File: src/rtl/wb_arb_pkg.sv
// ---------------------------------------------------------------------------
// wb_arb_pkg
//   Shared types and defaults for the Wishbone fetch/data arbiter.
//   - arb_state_t : arbiter FSM state (IDLE / HOLD_I / HOLD_D)
//   - arb_sel_t   : which requester is routed to the memory port
//   - cnt_width() : width of the starvation counter for a given limit
// ---------------------------------------------------------------------------
package wb_arb_pkg;

  localparam int DEFAULT_XLEN         = 32;
  localparam int DEFAULT_STARVE_LIMIT = 4;

  typedef enum logic [1:0] {
    IDLE   = 2'd0,
    HOLD_I = 2'd1,
    HOLD_D = 2'd2
  } arb_state_t;

  typedef enum logic {
    SEL_I = 1'b0,
    SEL_D = 1'b1
  } arb_sel_t;

  // Counter must be able to hold the value STARVE_LIMIT itself.
  function automatic int cnt_width(input int limit);
    return $clog2(limit + 1);
  endfunction

endpackage

File: src/rtl/wb_arbiter_if.sv
// ---------------------------------------------------------------------------
// wb_arbiter_if
//   Classic single-transfer Wishbone bus bundle.
//   Signals: adr, dat_w, dat_r, sel, we, stb, cyc, ack.
//   Modports:
//   - master : drives adr/dat_w/sel/we/stb/cyc, receives dat_r/ack
//   - slave  : receives adr/dat_w/sel/we/stb/cyc, drives dat_r/ack
//
//   Handshake: a requester asks for a transfer while cyc & stb are both high
//   and keeps adr/dat_w/sel/we stable; the transfer completes in the cycle
//   where ack is high together with cyc & stb. dat_r is meaningful only in
//   that ack cycle. Dropping cyc or stb before ack abandons the transfer.
// ---------------------------------------------------------------------------
interface wb_arbiter_if #(
  parameter int XLEN = 32
) ();
  localparam int SELW = XLEN / 8;

  logic [XLEN-1:0] adr;
  logic [XLEN-1:0] dat_w;
  logic [XLEN-1:0] dat_r;
  logic [SELW-1:0] sel;
  logic            we;
  logic            stb;
  logic            cyc;
  logic            ack;

  modport master (
    output adr, dat_w, sel, we, stb, cyc,
    input  dat_r, ack
  );

  modport slave (
    input  adr, dat_w, sel, we, stb, cyc,
    output dat_r, ack
  );
endinterface

File: src/rtl/wb_arbiter.sv
// ---------------------------------------------------------------------------
// wb_arbiter
//   Shares one Wishbone memory port between the instruction fetch master
//   and the load/store data master. Arbitration is per transfer (fetch keeps
//   CYC high permanently, so CYC alone cannot be used as an ownership hint).
//   Data has priority; after STARVE_LIMIT data transfers complete while fetch
//   is waiting, fetch is forced to win the next arbitration.
//
// Ports
//   clk          : clock, all state on posedge
//   rst_n        : asynchronous active-low reset
//   instr_bus    : fetch requester (slave side of the arbiter)
//   data_bus     : load/store requester (slave side of the arbiter)
//   mem_bus      : shared downstream port (master side of the arbiter)
//   grant_d      : 1 while the data master is routed to mem_bus
//   o_state      : current FSM state (debug)
//   o_starve_cnt : current starvation counter (debug)
// ---------------------------------------------------------------------------
module wb_arbiter
  import wb_arb_pkg::*;
#(
  parameter int XLEN         = DEFAULT_XLEN,
  parameter int STARVE_LIMIT = DEFAULT_STARVE_LIMIT
) (
  input  logic                                 clk,
  input  logic                                 rst_n,
  wb_arbiter_if.slave                          instr_bus,
  wb_arbiter_if.slave                          data_bus,
  wb_arbiter_if.master                         mem_bus,
  output logic                                 grant_d,
  output arb_state_t                           o_state,
  output logic [cnt_width(STARVE_LIMIT)-1:0]   o_starve_cnt
);

  localparam int            CW        = cnt_width(STARVE_LIMIT);
  localparam logic [CW-1:0] LIMIT_CNT = CW'(STARVE_LIMIT);
  localparam int            SELW      = XLEN / 8;

  arb_state_t    r_state;
  arb_state_t    w_next_state;
  logic [CW-1:0] r_starve_cnt;
  logic [CW-1:0] w_starve_nxt;

  logic          w_req_i;
  logic          w_req_d;
  logic          w_force_i;
  logic          w_sel_valid;
  arb_sel_t      w_sel;
  logic          w_sel_req;
  logic          w_done;

  assign w_req_i   = instr_bus.cyc & instr_bus.stb;
  assign w_req_d   = data_bus.cyc & data_bus.stb;
  assign w_force_i = (r_starve_cnt == LIMIT_CNT);

  // Selection. In IDLE it is decided combinationally so a transfer can start
  // (and even finish) in the same cycle it is requested. In HOLD_x the held
  // master stays routed whatever the other one does. While rst_n is low
  // nothing is routed, so the memory port and both ACKs are quiet
  // immediately rather than at the next edge.
  always_comb begin
    w_sel_valid = 1'b0;
    w_sel       = SEL_I;
    if (rst_n) begin
      case (r_state)
        IDLE: begin
          if (w_req_d && !(w_force_i && w_req_i)) begin
            w_sel_valid = 1'b1;
            w_sel       = SEL_D;
          end else if (w_req_i) begin
            w_sel_valid = 1'b1;
            w_sel       = SEL_I;
          end
        end
        HOLD_I: begin
          w_sel_valid = 1'b1;
          w_sel       = SEL_I;
        end
        HOLD_D: begin
          w_sel_valid = 1'b1;
          w_sel       = SEL_D;
        end
        default: begin
          w_sel_valid = 1'b0;
          w_sel       = SEL_I;
        end
      endcase
    end
  end

  // A transfer only completes when the routed master is still asking for
  // it; an ACK arriving while the held master has backed off is not counted
  // and not forwarded.
  assign w_sel_req = (w_sel == SEL_D) ? w_req_d : w_req_i;
  assign w_done    = w_sel_valid & w_sel_req & mem_bus.ack;

  // Next-state logic.
  always_comb begin
    w_next_state = r_state;
    case (r_state)
      IDLE: begin
        // Same-cycle ACK completes the transfer without leaving IDLE.
        if (w_sel_valid && !mem_bus.ack) begin
          w_next_state = (w_sel == SEL_D) ? HOLD_D : HOLD_I;
        end
      end
      HOLD_I, HOLD_D: begin
        // Leave on completion or when the held master abandons the transfer.
        if (!w_sel_req || mem_bus.ack) begin
          w_next_state = IDLE;
        end
      end
      default: begin
        w_next_state = IDLE;
      end
    endcase
  end

  // Starvation counter: counts data completions that happen while fetch is
  // waiting, saturates at the limit, and clears as soon as fetch is served or
  // stops asking.
  always_comb begin
    w_starve_nxt = r_starve_cnt;
    if (w_done) begin
      if (w_sel == SEL_I) begin
        w_starve_nxt = '0;
      end else if (w_req_i) begin
        if (r_starve_cnt != LIMIT_CNT) begin
          w_starve_nxt = r_starve_cnt + 1'b1;
        end
      end else begin
        w_starve_nxt = '0;
      end
    end
  end

  always_ff @(posedge clk or negedge rst_n) begin
    if (!rst_n) begin
      r_state      <= IDLE;
      r_starve_cnt <= '0;
    end else begin
      r_state      <= w_next_state;
      r_starve_cnt <= w_starve_nxt;
    end
  end

  // Routing mux toward the memory port; all-zero when nothing is selected.
  always_comb begin
    mem_bus.adr   = '0;
    mem_bus.dat_w = '0;
    mem_bus.sel   = '0;
    mem_bus.we    = 1'b0;
    mem_bus.stb   = 1'b0;
    mem_bus.cyc   = 1'b0;
    if (w_sel_valid) begin
      if (w_sel == SEL_D) begin
        mem_bus.adr   = data_bus.adr;
        mem_bus.dat_w = data_bus.dat_w;
        mem_bus.sel   = data_bus.sel;
        mem_bus.we    = data_bus.we;
        mem_bus.stb   = data_bus.stb;
        mem_bus.cyc   = data_bus.cyc;
      end else begin
        mem_bus.adr   = instr_bus.adr;
        mem_bus.dat_w = instr_bus.dat_w;
        mem_bus.sel   = instr_bus.sel;
        mem_bus.we    = instr_bus.we;
        mem_bus.stb   = instr_bus.stb;
        mem_bus.cyc   = instr_bus.cyc;
      end
    end
  end

  // ACK only to the routed master; the ifu stalls on ACK=0 when not granted.
  assign instr_bus.ack = w_done & (w_sel == SEL_I);
  assign data_bus.ack  = w_done & (w_sel == SEL_D);

  // Read data is broadcast; each master qualifies it with its own ACK.
  assign instr_bus.dat_r = mem_bus.dat_r;
  assign data_bus.dat_r  = mem_bus.dat_r;

  assign grant_d      = w_sel_valid & (w_sel == SEL_D);
  assign o_state      = r_state;
  assign o_starve_cnt = r_starve_cnt;

  // Keeps the select width tied to XLEN for readers of the mux above.
  logic [SELW-1:0] w_unused_sel_check;
  assign w_unused_sel_check = mem_bus.sel;
  logic w_unused;
  assign w_unused = ^w_unused_sel_check;

endmodule

File: src/flat_wrapper.sv
// flat-port wrapper written by rule: the top's interface ports become plain ports
module wb_arbiter_flat import wb_arb_pkg::*;
#(
  parameter int XLEN         = DEFAULT_XLEN,
  parameter int STARVE_LIMIT = DEFAULT_STARVE_LIMIT
)
  (clk, rst_n, grant_d, o_state, o_starve_cnt, instr_bus_adr, instr_bus_dat_w, instr_bus_sel, instr_bus_we, instr_bus_stb, instr_bus_cyc, instr_bus_dat_r, instr_bus_ack, data_bus_adr, data_bus_dat_w, data_bus_sel, data_bus_we, data_bus_stb, data_bus_cyc, data_bus_dat_r, data_bus_ack, mem_bus_adr, mem_bus_dat_w, mem_bus_sel, mem_bus_we, mem_bus_stb, mem_bus_cyc, mem_bus_dat_r, mem_bus_ack);
  wb_arbiter_if #(.XLEN(XLEN)) instr_bus_i ();
  wb_arbiter_if #(.XLEN(XLEN)) data_bus_i ();
  wb_arbiter_if #(.XLEN(XLEN)) mem_bus_i ();
  input  logic clk;
  input  logic rst_n;
  output logic grant_d;
  output arb_state_t o_state;
  output logic [cnt_width(STARVE_LIMIT)-1:0] o_starve_cnt;
  input wire logic [$bits(instr_bus_i.adr)-1:0] instr_bus_adr;
  input wire logic [$bits(instr_bus_i.dat_w)-1:0] instr_bus_dat_w;
  input wire logic [$bits(instr_bus_i.sel)-1:0] instr_bus_sel;
  input wire logic [$bits(instr_bus_i.we)-1:0] instr_bus_we;
  input wire logic [$bits(instr_bus_i.stb)-1:0] instr_bus_stb;
  input wire logic [$bits(instr_bus_i.cyc)-1:0] instr_bus_cyc;
  output wire logic [$bits(instr_bus_i.dat_r)-1:0] instr_bus_dat_r;
  output wire logic [$bits(instr_bus_i.ack)-1:0] instr_bus_ack;
  input wire logic [$bits(data_bus_i.adr)-1:0] data_bus_adr;
  input wire logic [$bits(data_bus_i.dat_w)-1:0] data_bus_dat_w;
  input wire logic [$bits(data_bus_i.sel)-1:0] data_bus_sel;
  input wire logic [$bits(data_bus_i.we)-1:0] data_bus_we;
  input wire logic [$bits(data_bus_i.stb)-1:0] data_bus_stb;
  input wire logic [$bits(data_bus_i.cyc)-1:0] data_bus_cyc;
  output wire logic [$bits(data_bus_i.dat_r)-1:0] data_bus_dat_r;
  output wire logic [$bits(data_bus_i.ack)-1:0] data_bus_ack;
  output wire logic [$bits(mem_bus_i.adr)-1:0] mem_bus_adr;
  output wire logic [$bits(mem_bus_i.dat_w)-1:0] mem_bus_dat_w;
  output wire logic [$bits(mem_bus_i.sel)-1:0] mem_bus_sel;
  output wire logic [$bits(mem_bus_i.we)-1:0] mem_bus_we;
  output wire logic [$bits(mem_bus_i.stb)-1:0] mem_bus_stb;
  output wire logic [$bits(mem_bus_i.cyc)-1:0] mem_bus_cyc;
  input wire logic [$bits(mem_bus_i.dat_r)-1:0] mem_bus_dat_r;
  input wire logic [$bits(mem_bus_i.ack)-1:0] mem_bus_ack;
  assign instr_bus_i.adr = instr_bus_adr;
  assign instr_bus_i.dat_w = instr_bus_dat_w;
  assign instr_bus_i.sel = instr_bus_sel;
  assign instr_bus_i.we = instr_bus_we;
  assign instr_bus_i.stb = instr_bus_stb;
  assign instr_bus_i.cyc = instr_bus_cyc;
  assign instr_bus_dat_r = instr_bus_i.dat_r;
  assign instr_bus_ack = instr_bus_i.ack;
  assign data_bus_i.adr = data_bus_adr;
  assign data_bus_i.dat_w = data_bus_dat_w;
  assign data_bus_i.sel = data_bus_sel;
  assign data_bus_i.we = data_bus_we;
  assign data_bus_i.stb = data_bus_stb;
  assign data_bus_i.cyc = data_bus_cyc;
  assign data_bus_dat_r = data_bus_i.dat_r;
  assign data_bus_ack = data_bus_i.ack;
  assign mem_bus_adr = mem_bus_i.adr;
  assign mem_bus_dat_w = mem_bus_i.dat_w;
  assign mem_bus_sel = mem_bus_i.sel;
  assign mem_bus_we = mem_bus_i.we;
  assign mem_bus_stb = mem_bus_i.stb;
  assign mem_bus_cyc = mem_bus_i.cyc;
  assign mem_bus_i.dat_r = mem_bus_dat_r;
  assign mem_bus_i.ack = mem_bus_ack;
  wb_arbiter #(.XLEN(XLEN), .STARVE_LIMIT(STARVE_LIMIT)) u_core (.clk(clk), .rst_n(rst_n), .instr_bus(instr_bus_i), .data_bus(data_bus_i), .mem_bus(mem_bus_i), .grant_d(grant_d), .o_state(o_state), .o_starve_cnt(o_starve_cnt));
endmodule
File: config.mk
export PLATFORM = sky130hd
export DESIGN_NAME = wb_arbiter_flat
export DESIGN_NICKNAME = d
export VERILOG_FILES = /design/src/rtl/wb_arb_pkg.sv /design/src/rtl/wb_arbiter_if.sv /design/src/rtl/wb_arbiter.sv /design/src/flat_wrapper.sv
export SDC_FILE = /design/constraint.sdc
export NUM_CORES = 1
export LEC_CHECK = 0
export ABC_AREA = 1
export CAP_MARGIN = 20
export CORE_AREA = 2 2 123 125
export DETAILED_ROUTE_END_ITERATION = 7
export DIE_AREA = 0 0 125 127
export DONT_BUFFER_PORTS = 1
export GPL_ROUTABILITY_DRIVEN = 0
export PLACE_DENSITY = 0.3
export SLEW_MARGIN = 40
export SYNTH_ARGS = -nofsm -noshare
export SYNTH_HDL_FRONTEND = slang
export SYNTH_SLANG_ARGS = --single-unit
File: constraint.sdc
create_clock -name clk -period 1.7 [get_ports clk]
set_input_delay 0.255 -clock clk [delete_from_list [all_inputs] [get_ports clk]]
set_output_delay 0.255 -clock clk [all_outputs]
set_load 0.01 [all_outputs]
# --- Word level (Yosys, flattened, before mapping) ---
# Index checks and enable logic that the tools add are counted.
op_classes:
  n_mux: 27
  n_bitwise: 8
  addsub: 1
  eq_ne: 7
  n_reduce_logical: 11
ops:
  columns: ["cell", "count"]
  rows:
  - ["$mux 32", 4]
  - ["$mux 1", 12]
  - ["$mux 3", 3]
  - ["$mux 4", 2]
  - ["$and 1x1->1", 7]
  - ["$mux 2", 3]
  - ["$ne 3x3->1 const B", 2]
  - ["$ne 2x1->1 const B", 2]
  - ["$pmux 1 s2", 2]
  - ["$pmux 2 s2", 1]
  - ["$reduce_and 2->1", 2]
  - ["$add 3x1->3 const B", 1]
  - ["$eq 3x3->1 const B", 1]
  - ["$logic_and 1x1->1", 3]
  - ["$logic_not 1->1", 3]
  - ["$eq 2x1->1 const B", 1]
  - ["$eq 2x2->1 const B", 1]
  - ["$logic_not 2->1", 1]
  - ["$reduce_or 2->1", 1]
  - ["$logic_or 1x1->1", 1]
  - ["$not 1->1", 1]
word_totals:
  elab_cells: 56
  out_inout_bits: 143
  input_bits: 177
  reg_bits: 5

# --- Logic depth before layout (Yosys ltp) ---
# Gate-level depths: netlist of run 1.
logic_depth:
  ltp_word: 12
  depth_mapped: 14

# --- Worst setup path after synthesis of run 1 ---
# Ideal clock, no wire load.
synth_path:
  path_kind: "register to output"
  start: "register u_core.r_state[0] (netlist: u_core.o_state[0])"
  end: "output mem_bus_adr[0]"
  stages_incl_launch_ff: 12
  t_arrival_ns: 1.538
  t_required_ns: 1.445
  path_slack_ns: -0.093
  cell_sequence: "dfrtp_1 > inv_1 > ha_1 > inv_1 > nor2_2 > nand2_2 > nand2_4 > nand2_8 > inv_4 > buf_2 > nor2_1 > nor2_1"
synth_via:
  elab_chain_cells: 5
  elab_cells_between_ends: 10
  classes_between: "2 x eq/ne; 6 x mux; 2 x reduce/logical"
synth_lines:
  columns: ["element", "line", "source"]
  rows:
  - ["start: declaration", "wb_arbiter.sv:39", "arb_state_t r_state;"]
  - ["start signal: assignment", "wb_arbiter.sv:142", "r_state <= w_next_state;"]
  - ["$eq 2x2->1, or another cell as far along", "wb_arbiter.sv:65", "case (r_state)"]
  - ["$pmux 1 s2 or $reduce_or 2->1 (tied branches)", null, null]
  - ["$mux 1 or $pmux 1 s2 (tied branches)", "wb_arbiter.sv:64, wb_arbiter.sv:65", null]
  - ["$mux 32 or $mux 1 (tied branches)", "wb_arbiter.sv:156, wb_arbiter.sv:64", null]
  - ["$mux 32 *", "wb_arbiter.sv:155", "if (w_sel_valid) begin"]
  - ["end: declaration", "flat_wrapper.sv:32", "output wire logic [$bits(mem_bus_i.adr)-1:0] mem_bus_adr;"]
# Every way passes the cells marked *; elsewhere a longest branch is shown, timed or not.

# --- Worst setup path after layout of run 1 ---
layout_path:
  start: "register u_core.r_state[0] (netlist: u_core.o_state[0])"
  end: "output mem_bus_dat_w[4]"
layout_via:
  elab_chain_cells: 5
  elab_cells_between_ends: 10
  classes_between: "2 x eq/ne; 6 x mux; 2 x reduce/logical"
layout_lines:
  columns: ["element", "line", "source"]
  rows:
  - ["$eq 2x2->1, or another cell as far along", "wb_arbiter.sv:65", null]
  - ["$pmux 1 s2 or $reduce_or 2->1 (tied branches)", null, null]
  - ["$mux 1 or $pmux 1 s2 (tied branches)", "wb_arbiter.sv:64, wb_arbiter.sv:65", null]
  - ["$mux 32 or $mux 1 (tied branches)", "wb_arbiter.sv:156, wb_arbiter.sv:64", null]
  - ["$mux 32 *", "wb_arbiter.sv:155", null]
  - ["end: declaration", "flat_wrapper.sv:33", "output wire logic [$bits(mem_bus_i.dat_w)-1:0] mem_bus_dat_w;"]
# Marked as above.

==> summary.txt, run 1 <==
status - finished, violations left
violated checks - setup timing
Slew HR - 74.6%
clk_skew - 0.00150 ns
antenna fix cells - 0
Internal Pwr Total - 2.32 mW
Worst R2R Setup Slack - -0.21 ns
Crit. End Element - output port
CP arrival - 1.85 ns
hold crit path type - primary input to register
maximum VDD drop - 0.000684 V
setup TNS - -26.67 ns
post-route setup slack - -0.403 ns
CP startpoint kind - register
Chip Height - 127 um
leakage - 1.20 nW
Clock Latency Late Sink - 0.23 ns
mean post-synth cell area - 5.39 um2
Post-Syn Area - 2010 um2
DRT Pass-1 Iters - 4
initial core utilization - 13.9%
sequential-to-total area share from yosys stat - 6.23%
Nets - 540
Fmax achieved - 475 MHz
Pwr Total - 4.72 mW
DR vias/cell - 4.36
Pins Over Slew Limit - 0
CTS clk-pin slew, worst paths - 0.03 ns
initial antenna violation count - 0
Clk Tree Root Cell - clkbuf_16
mux share of post-synthesis cell area - 0%
clock buffer depth - 2
P&R area growth vs syn - 65.7%
Final Util - 23.1%
Final Critical Period - 2.10 ns
Buffers on Ports - 0
gr usage total - 8.72%
vias post-DR - 2361
TritonCTS clock tree - built
largest net degree at the start of global routing - 43
wire per inst - 19.5 um
post-synthesis instance total - 372
Setup-failing EPs final - 79
CTS Sinks - 5
xor and xnor area share after synthesis - 0.436%
H-tree depth - 1
layout cell share with drive strength beyond 1 - 68.3%
NetSw - 2.40 mW
Hold Fails Final Rpt - 0
WHS - 0.299 ns
yosys warns - 0
row count - 44
Synth Area in Compound Gates - 18.4%
Sequential Power Share - 3.4%
I/O pin count - 320
Worst-Margin Slew - 0.377 ns
Max Cap Viol - 0
Synth Net Count - 554
Tcrit/Tclk final - 124%
Max Fanout on Critical Path - 8
simple-gate share of the synthesized area - 38.9%
power density cells - 1420 nW/um2
Congestion Overflow GR - 0
vias in the first global route - 1998
Total Wirelength - 10.6 mm
sw frac - 50.8%
first-pass GRT wire length - 11.0 mm
CP Class - register to output port
Die Width - 125 um
largest family of logic cells by synthesized area - simple AND/OR/NAND/NOR gates
Yosys cell types - 24
DRC viols - 0
Clock power frac - 8.2%
CTS Buf Count - 3
number of synthesized register bits - 5
RSZ-0062 raised after global routing - true
Combinational Power Share - 88.4%
synthesized-area fraction occupied by adder cells - 3.12%
die footprint - 15900 um2
Worst Path Required - 1.44 ns
Post-DRT Antenna Nets - 0
HPWL after DPL - 6.01 mm
initial drt markers - 87
Core Box Area - 14400 um2
[routing by layer]
layer / track usage, % / vias up / wire [um] / share of wire, %
met5: 0 / - / 0 / 0
met4: 3.40 / 0 / 226 / 2.1
li1: - / 1088 / - / -
met1: 10.1 / 1121 / 4420 / 42
met2: 15.8 / 128 / 5230 / 49
met3: 1.88 / 24 / 691 / 6.5
[final cells by class]
class | count | area (um2)
clock buffers | 4 | 78.8
fillers | 1585 | 11100
inverters | 13 | 73.8
multi-input cells | 269 | 1870
flip-flops and latches | 5 | 125
well taps | 184 | 230
repair buffers | 66 | 946
[cell families (layout without fill, tap and decap cells)]
kind of cell	count (synthesis)	in the layout
DFF	5	5
adders and majority gates	5	5
and+or+nand+nor	189	190
AOI/OAI and AO/OA	73	73
buffers and inverters	99	83
xor gates and xnor gates	1	1
[state kept, by name, indices dropped and copies added (netlist names)]
signal,flops
u_core.o_starve_cnt,3
u_core.o_state,2
[power by group through the flow]
stage	sequential (mW)	combinational (mW)	clock (mW)
2_1_floorplan	0.177	1.94	0
3_3_place_gp	0.154	2.49	0
3_5_place_dp	0.155	2.52	0
4_1_cts	0.160	3.12	0.395
5_1_grt	0.161	4.47	0.404
6_report	0.159	4.17	0.389
[worst max-delay path, cell delays in order (launching register included)]
cell and delay [ns]:
dfrtp_1 0.38, inv_2 0.09, ha_4 0.14, inv_2 0.04
nor2_2 0.11, nand2_2 0.07, nand2_4 0.11, nand2_8 0.12
inv_12 0.13, buf_12 0.16, nor2_2 0.04, nor2_1 0.08
buf_4 0.14
[synth_stat cells]
cell type    n  area [um2]
buf_4       64         480
o21ai_0     52         260
nor2_4       1        11.3
clkbuf_2     4        20.0
nand4_1      1        6.26
inv_4        1        6.26
o21ai_1     20         100
nor2_2       2        12.5
nand2_1     19        71.3
ha_1         5        62.6
xnor2_1      1        8.76
nand2_2      6        37.5
dfrtp_1      5         125
nand3_2      1        10.0
o21ai_2      1        8.76
buf_2       15        75.1
nand2_8      1        20.0
nor2_1     148         556
nor3_1       3        15.0
buf_6        3        33.8
nand2_4      1        11.3
nand3_1      6        30.0
inv_1        9        33.8
inv_2        3        11.3
[per-stage QoR]
stage	setup slack, ns	area [um2]	instances
3_3_place_gp	-0.147	2160	505
4_1_cts	-0.376	2570	520
5_1_grt	-0.519	3330	541
6_report	-0.403	3330	541
2_1_floorplan	-0.0666	2210	372
3_5_place_dp	-0.170	2160	505
[final timing paths]
kind | from | end | cells after the start
worst min register to register | u_core.o_starve_cnt[1]$_DFFE_PN0P_ | u_core.o_starve_cnt[1]$_DFFE_PN0P_ | 3
max in group asynchronous | rst_n | u_core.o_starve_cnt[1]$_DFFE_PN0P_ | 1
worst max register to register | u_core.o_starve_cnt[1]$_DFFE_PN0P_ | u_core.o_state[0]$_DFFE_PN0P_ | 17
worst max-delay path | u_core.o_state[0]$_DFFE_PN0P_ | mem_bus_dat_w[4] | 12
min in group asynchronous | rst_n | u_core.o_state[0]$_DFFE_PN0P_ | 1
worst min-delay path | mem_bus_ack | u_core.o_state[1]$_DFFE_PN0P_ | 4
[cell usage in the layout (no fill, tap or decap), types with 6 or more instances in the layout]
cell,n
nand3_1,6
buf_4,29
inv_2,8
nor2_2,90
o21ai_2,24
clkbuf_16,13
nand2_2,7
o21ai_1,26
o21ai_4,7
buf_12,9
nor2_4,26
o21ai_0,16
nor2_1,35
buf_6,8
nand2_1,16
[what timing repair did]
action / in CTS / in global routing
buffers inserted: 5 / 11
endpoints found under the setup margin: 79 / 79
cloned: 5 / 14
pin swaps: 32 / 55
resized for setup: 46 / 139
hold endpoints to repair: 5 / 0
hold buffers: 1 / 0
Power figures use the tool's default switching activity.
==> inputs of run 2 (changes only) <==
- clock period: 1.7 -> 2.1 ns (I/O delays scaled with it)
==> run 2 against run 1 <==
The run still ends with setup timing left. Clock-buffer cell count stayed put. Critical path depth is 3 lower. Clock skew hardly changed. Die area stayed put. Non-clock buffer count is 25 lower. Combinational power is 36% lower. Largest cell class unchanged. Register-to-register slack better by 0.49 ns. Cell area is 18% lower.
==> summary.txt, run 2 (synthesis results as in run 1) <==
max FFs per register - 3 (unchanged)
gr usage total - 8.25% (was 8.72%)
initial antenna violation count - 0 (unchanged)
commonest non-fill, non-tap cell in the layout - nor2_2 (unchanged)
CP max stage cell - dfrtp_1 (unchanged)
H-tree depth - 1 (unchanged)
CP max stage delay - 0.37 ns (was 0.38 ns)
I/O pin count - 320 (unchanged)
initial drt markers - 121 (was 87)
vias in the first global route - 2020 (was 1998)
HPWL after DPL - 5.62 mm (was 6.01 mm)
Setup-failing EPs final - 15 (was 79)
RSZ-0062 raised after global routing - true (unchanged)
Worst R2R Setup Slack - 0.28 ns (was -0.21 ns)
crit-path cells - buf_4 -> ha_1 -> nor2_2 -> nand2_2 -> clkinv_4 -> buf_12 -> nand2_2 -> nor3_1 -> buf_4 (was inv_2 -> ha_4 -> inv_2 -> nor2_2 -> nand2_2 -> nand2_4 -> nand2_8 -> inv_12 -> buf_12 -> nor2_2 -> nor2_1 -> buf_4)
WHS Path Cells - 4 (unchanged)
Buffers on Ports - 0 (unchanged)
DP Cell Count - 485 (was 505)
HP Start - mem_bus_ack (unchanged)
hold crit path type - primary input to register (unchanged)
vias post-DR - 2259 (was 2361)
Fmax achieved - 465 MHz
commonest non-fill, non-tap cells in the layout - 89 x nor2_2, 55 x nor2_1, 36 x o21ai_1 (was 90 x nor2_2, 35 x nor2_1, 29 x buf_4)
Slew HR - 79.5% (was 74.6%)
Max Fanout on Critical Path - 10 (was 8)
Total Wirelength - 9.28 mm (was 10.6 mm)
CTS Buf Count - 3 (unchanged)
Final Critical Period - 2.15 ns
CP arrival - 1.84 ns (was 1.85 ns)
row count - 44 (unchanged)
power density cells - 1130 nW/um2 (was 1420 nW/um2)
wire per inst - 18.0 um (was 19.5 um)
first-pass GRT wire length - 10.6 mm (was 11.0 mm)
layout cell share with drive strength beyond 1 - 54.1% (was 68.3%)
Pins Over Slew Limit - 0 (unchanged)
Reg-to-Reg End - u_core.o_starve_cnt[0]$_DFFE_PN0P_ (was u_core.o_state[0]$_DFFE_PN0P_)
Post-DP Area - 1820 um2 (was 2160 um2)
Crit. End Element - output port (unchanged)
clock buffer depth - 2 (unchanged)
CP startpoint kind - register (unchanged)
DR vias/cell - 4.39 (was 4.36)
Max Cap Viol - 0 (unchanged)
Core Box Area - 14400 um2 (unchanged)
Clock Latency Late Sink - 0.23 ns (about the same)
TritonCTS clock tree - built (unchanged)
R2R depth - 11 (was 17)
status - finished, violations left (unchanged)
Hold Fails Final Rpt - 0 (unchanged)
largest net degree at the start of global routing - 42 (was 43)
maximum VDD drop - 0.000551 V (was 0.000684 V)
leakage - 0.992 nW (was 1.20 nW)
Clk Tree Root Cell - clkbuf_16 (unchanged)
Tcrit/Tclk final - 102%
clk_skew - 0.00152 ns (was 0.00150 ns)
Worst-Margin Slew - 0.305 ns (was 0.377 ns)
Congestion Overflow GR - 0 (unchanged)
Worst Path Required - 1.78 ns (was 1.44 ns)
post-route setup slack - -0.0523 ns (was -0.403 ns)
Chip Height - 127 um (unchanged)
setup TNS - -0.128 ns (was -26.67 ns)
violated checks - setup timing (unchanged)
crit path from - u_core.o_state[0]$_DFFE_PN0P_ (unchanged)
CTS Sinks - 5 (unchanged)
initial core utilization - 13.9% (unchanged)
DRC viols - 0 (unchanged)
Nets - 514 (was 540)
start of the worst register-to-register path - u_core.o_state[1]$_DFFE_PN0P_ (was u_core.o_starve_cnt[1]$_DFFE_PN0P_)
Layout Cells excl Fill - 515 (was 541)
Post-DRT Antenna Nets - 0 (unchanged)
final cell area excluding filler cells - 2740 um2 (was 3330 um2)
DRT Pass-1 Iters - 4 (unchanged)
Die Width - 125 um (unchanged)
P&R area growth vs syn - 36.4% (was 65.7%)
CP Class - register to output port (unchanged)
antenna fix cells - 0 (unchanged)
die footprint - 15900 um2 (unchanged)
dpl ws - 0.0782 ns (was -0.170 ns)
CTS clk-pin slew, worst paths - 0.03 ns (about the same)
hold worst-path end - u_core.o_state[0]$_DFFE_PN0P_ (was u_core.o_state[1]$_DFFE_PN0P_)
==> run 2: cell types whose count changed in the layout (fill, tap and decap cells not counted), moves of 6 or more <==
| cell | change |
|---|---|
| nor2_1 | +20 |
| nor2_4 | -19 |
| buf_4 | -11 |
| o21ai_1 | +10 |
| o21ai_2 | -8 |
| buf_6 | -6 |
==> run 2: worst max path at each step <==
stage	endpoint	slack [ns]	cells past startpoint
3_5_place_dp	mem_bus_adr[25]	0.08	11
5_1_grt	mem_bus_adr[0]	-0.13	13
3_3_place_gp	mem_bus_adr[25]	0.09	11
2_1_floorplan	mem_bus_adr[0]	0.25	11
4_1_cts	mem_bus_dat_w[2]	-0.06	12
6_report	data_bus_ack	-0.05	9
==> run 2: what timing repair did <==
item,in CTS,in global routing
hold endpoints to repair,5,0
setup endpoints to repair,66,74
gates cloned,2,11
pin swaps,12,15
hold buffers,1,0
gates resized for setup,71,115
buffers inserted,0,13
==> run 2: critical path, delay by kind of cell, from the launching register on <==
kind / cells / cell delay, ns
fa+ha+maj: 1 / 0.20
flops: 1 / 0.37
buf+inv: 4 / 0.58
simple gates: 4 / 0.45
==> run 2: per-stage QoR <==
| step | hold WS [ns] | util [%] | power, mW |
|---|---|---|---|
| 2_1_floorplan | 0.0194 | - | 1.47 |
| 3_3_place_gp | 0.0198 | 12.6 | 1.70 |
| 3_5_place_dp | 0.0198 | 12.6 | 1.71 |
| 4_1_cts | 0.371 | 14.8 | 2.35 |
| 5_1_grt | 0.416 | 19.0 | 3.31 |
| 6_report | 0.365 | 19.0 | 3.10 |
==> run 2: power by group <==
group	internal, mW	total (mW)	switching, mW
clock network	0.252	0.314	0.0626
logic	1.07	2.66	1.59
registers	0.116	0.126	0.0105
total	1.43	3.10	1.66
==> run 2: cell type report <==
type,count,area [um2]
clock buffer,4,78.8
fill,1649,11700
inverter,13,82.6
multi-input combinational,268,1600
sequential,5,125
tap,184,230
timing repair buffer,41,621
==> run 2: per-layer routing <==
layer	GRT usage (%)	wire, um	vias to the layer above	part of all wire (%)
met3	1.97	714	24	7.7
met1	10.2	3770	1078	41
li1	-	-	1038	-
met2	14.3	4660	119	50
met5	0	0	-	0
met4	2.29	131	0	1.4
==> inputs of run 3 (changes only) <==
- SKIP_LAST_GASP: unset -> 1
- SLEW_MARGIN: 40 -> 20
==> run 3 against run 2 <==
Die area is the same. Sequential power about the same. Utilization shrank 0.29 points. Sequential share of layout area grew 0.070 points. The flow still finishes with violations (setup timing). Critical endpoint is now mem_bus_adr[3]. Setup slack got worse by 0.033 ns. Clock power is essentially flat.
==> summary.txt, run 3 (synthesis results as in run 1) <==
HPWL after DPL - 5.62 mm (unchanged)
Setup-failing EPs final - 25 (was 15)
Buffers on Ports - 0 (unchanged)
Die Width - 125 um (unchanged)
die footprint - 15900 um2 (unchanged)
CTS clk-pin slew, worst paths - 0.03 ns (about the same)
Pins Over Slew Limit - 0 (unchanged)
Pwr Total - 3.04 mW (was 3.10 mW)
CP max stage delay - 0.37 ns (about the same)
hold crit path type - primary input to register (unchanged)
wire per inst - 18.0 um (about the same)
start of the worst register-to-register path - u_core.o_state[1]$_DFFE_PN0P_ (unchanged)
HP Start - mem_bus_ack (unchanged)
initial core utilization - 13.9% (unchanged)
Clock Latency Late Sink - 0.23 ns (about the same)
violated checks - setup timing (unchanged)
R2R depth - 11 (unchanged)
Final Util - 18.7% (was 19.0%)
initial antenna violation count - 0 (unchanged)
first-pass GRT wire length - 10.6 mm (unchanged)
Total Wirelength - 9.29 mm (was 9.28 mm)
WHS Path Cells - 4 (unchanged)
DR vias/cell - 4.40 (was 4.39)
Tcrit/Tclk final - 104% (was 102%)
maximum VDD drop - 0.000543 V (was 0.000551 V)
CP Class - register to output port (unchanged)
gr usage total - 8.25% (unchanged)
highest metal layer with signal wires - met4 (unchanged)
I/O pin count - 320 (unchanged)
Congestion Overflow GR - 0 (unchanged)
family with the most delay on the worst path - buffers and inverters (unchanged)
Crit. End Element - output port (unchanged)
P&R area growth vs syn - 34.4% (was 36.4%)
TritonCTS clock tree - built (unchanged)
CP arrival - 1.87 ns (was 1.84 ns)
Nets - 515 (was 514)
Worst R2R Setup Slack - 0.28 ns (about the same)
WHS - 0.366 ns (was 0.365 ns)
Slew HR - 79.5% (unchanged)
H-tree depth - 1 (unchanged)
DRC viols - 0 (unchanged)
clock buffer depth - 2 (unchanged)
DP Cell Count - 485 (unchanged)
vias in the first global route - 2020 (unchanged)
crit path buf inv count - 4 (unchanged)
layout cell share with drive strength beyond 1 - 52.1% (was 54.1%)
RSZ-0062 raised after global routing - true (unchanged)
Worst-Margin Slew - 0.305 ns (unchanged)
CTS Sinks - 5 (unchanged)
Max Cap Viol - 0 (unchanged)
hold worst-path end - u_core.o_state[0]$_DFFE_PN0P_ (unchanged)
Final Critical Period - 2.19 ns (was 2.15 ns)
DRT Pass-1 Iters - 4 (unchanged)
DR WL met2 - 4.64 mm (was 4.66 mm)
clk_skew - 0.00178 ns (was 0.00152 ns)
Fmax achieved - 458 MHz (was 465 MHz)
largest net degree at the start of global routing - 42 (unchanged)
Core Box Area - 14400 um2 (unchanged)
row count - 44 (unchanged)
commonest non-fill, non-tap cells in the layout - 86 x nor2_2, 61 x nor2_1, 35 x o21ai_1 (was 89 x nor2_2, 55 x nor2_1, 36 x o21ai_1)
Clk Tree Root Cell - clkbuf_16 (unchanged)
met3 WL - 729 um (was 714 um)
Worst Path Required - 1.78 ns (about the same)
vias post-DR - 2270 (was 2259)
Reg-to-Reg End - u_core.o_starve_cnt[0]$_DFFE_PN0P_ (unchanged)
commonest non-fill, non-tap cell in the layout - nor2_2 (unchanged)
Chip Height - 127 um (unchanged)
max FFs per register - 3 (unchanged)
leakage - 0.988 nW (was 0.992 nW)
Hold Fails Final Rpt - 0 (unchanged)
Post-DRT Antenna Nets - 0 (unchanged)
power density cells - 1130 nW/um2 (about the same)
CTS Buf Count - 3 (unchanged)
dpl ws - 0.0782 ns (unchanged)
CP max stage cell - dfrtp_1 (unchanged)
Max Fanout on Critical Path - 5 (was 10)
post-route setup slack - -0.0857 ns (was -0.0523 ns)
initial drt markers - 108 (was 121)
CP startpoint kind - register (unchanged)
setup TNS - -0.464 ns (was -0.128 ns)
final cell area excluding filler cells - 2700 um2 (was 2740 um2)
Layout Cells excl Fill - 516 (was 515)
crit-path cells - inv_2 -> ha_4 -> inv_4 -> nor2_4 -> nand2_2 -> nand2_4 -> nand2_8 -> buf_12 -> clkbuf_16 -> o21ai_0 -> nor2_2 (was buf_4 -> ha_1 -> nor2_2 -> nand2_2 -> clkinv_4 -> buf_12 -> nand2_2 -> nor3_1 -> buf_4)
met1 WL - 3.79 mm (was 3.77 mm)
status - finished, violations left (unchanged)
Post-DP Area - 1820 um2 (unchanged)
antenna fix cells - 0 (unchanged)
-- run 3: cell count changes in the layout (fill, tap and decap cells not counted), moves of 2 or more --
cell,change
buf_6,+2
nor2_4,-3
o21ai_2,-2
buf_12,-2
o21ai_0,+4
nor2_2,-3
nor2_1,+6
-- run 3: timing repair --
action / in CTS / in global routing
setup endpoints to repair: 66 / 74
resized for setup: 70 / 101
pin swaps: 12 / 15
gates cloned: 2 / 11
hold buffers: 1 / 0
setup buffers: 0 / 13
endpoints found under the hold margin: 5 / 0
-- run 3: per-layer routing --
| metal | global-route usage (%) | vias to the layer above |
|---|---|---|
| li1 | - | 1042 |
| met1 | 10.2 | 1080 |
| met2 | 14.3 | 126 |
| met3 | 1.97 | 22 |
| met4 | 2.29 | 0 |
| met5 | 0 | - |
-- run 3: worst max-delay path by stage --
stage	cells past startpoint	slack, ns	from	endpoint
final	11	-0.09	u_core.o_state[0]$_DFFE_PN0P_	mem_bus_adr[3]
after global routing	11	-0.17	u_core.o_state[0]$_DFFE_PN0P_	mem_bus_adr[3]
after CTS	12	-0.06	u_core.o_state[0]$_DFFE_PN0P_	mem_bus_dat_w[2]
after detailed placement	11	0.08	u_core.o_state[0]$_DFFE_PN0P_	mem_bus_adr[25]
after global placement	11	0.09	u_core.o_state[0]$_DFFE_PN0P_	mem_bus_adr[25]
after floorplan	11	0.25	u_core.o_state[0]$_DFFE_PN0P_	mem_bus_adr[0]
-- run 3: layout make-up --
cell class | count | area [um2]
Fill cell | 1658 | 11700
Multi-Input combinational cell | 268 | 1560
Timing Repair Buffer | 42 | 623
Tap cell | 184 | 230
Sequential cell | 5 | 125
Inverter | 13 | 82.6
Clock buffer | 4 | 78.8
-- run 3: worst min-delay path, delay by kind of cell --
family	cells	cell delay [ns]
simple gates	4	0.24
-- run 3: where the power goes --
part / internal [mW] / switching [mW]
logic: 1.05 / 1.55
clock network: 0.252 / 0.0622
registers: 0.116 / 0.0106
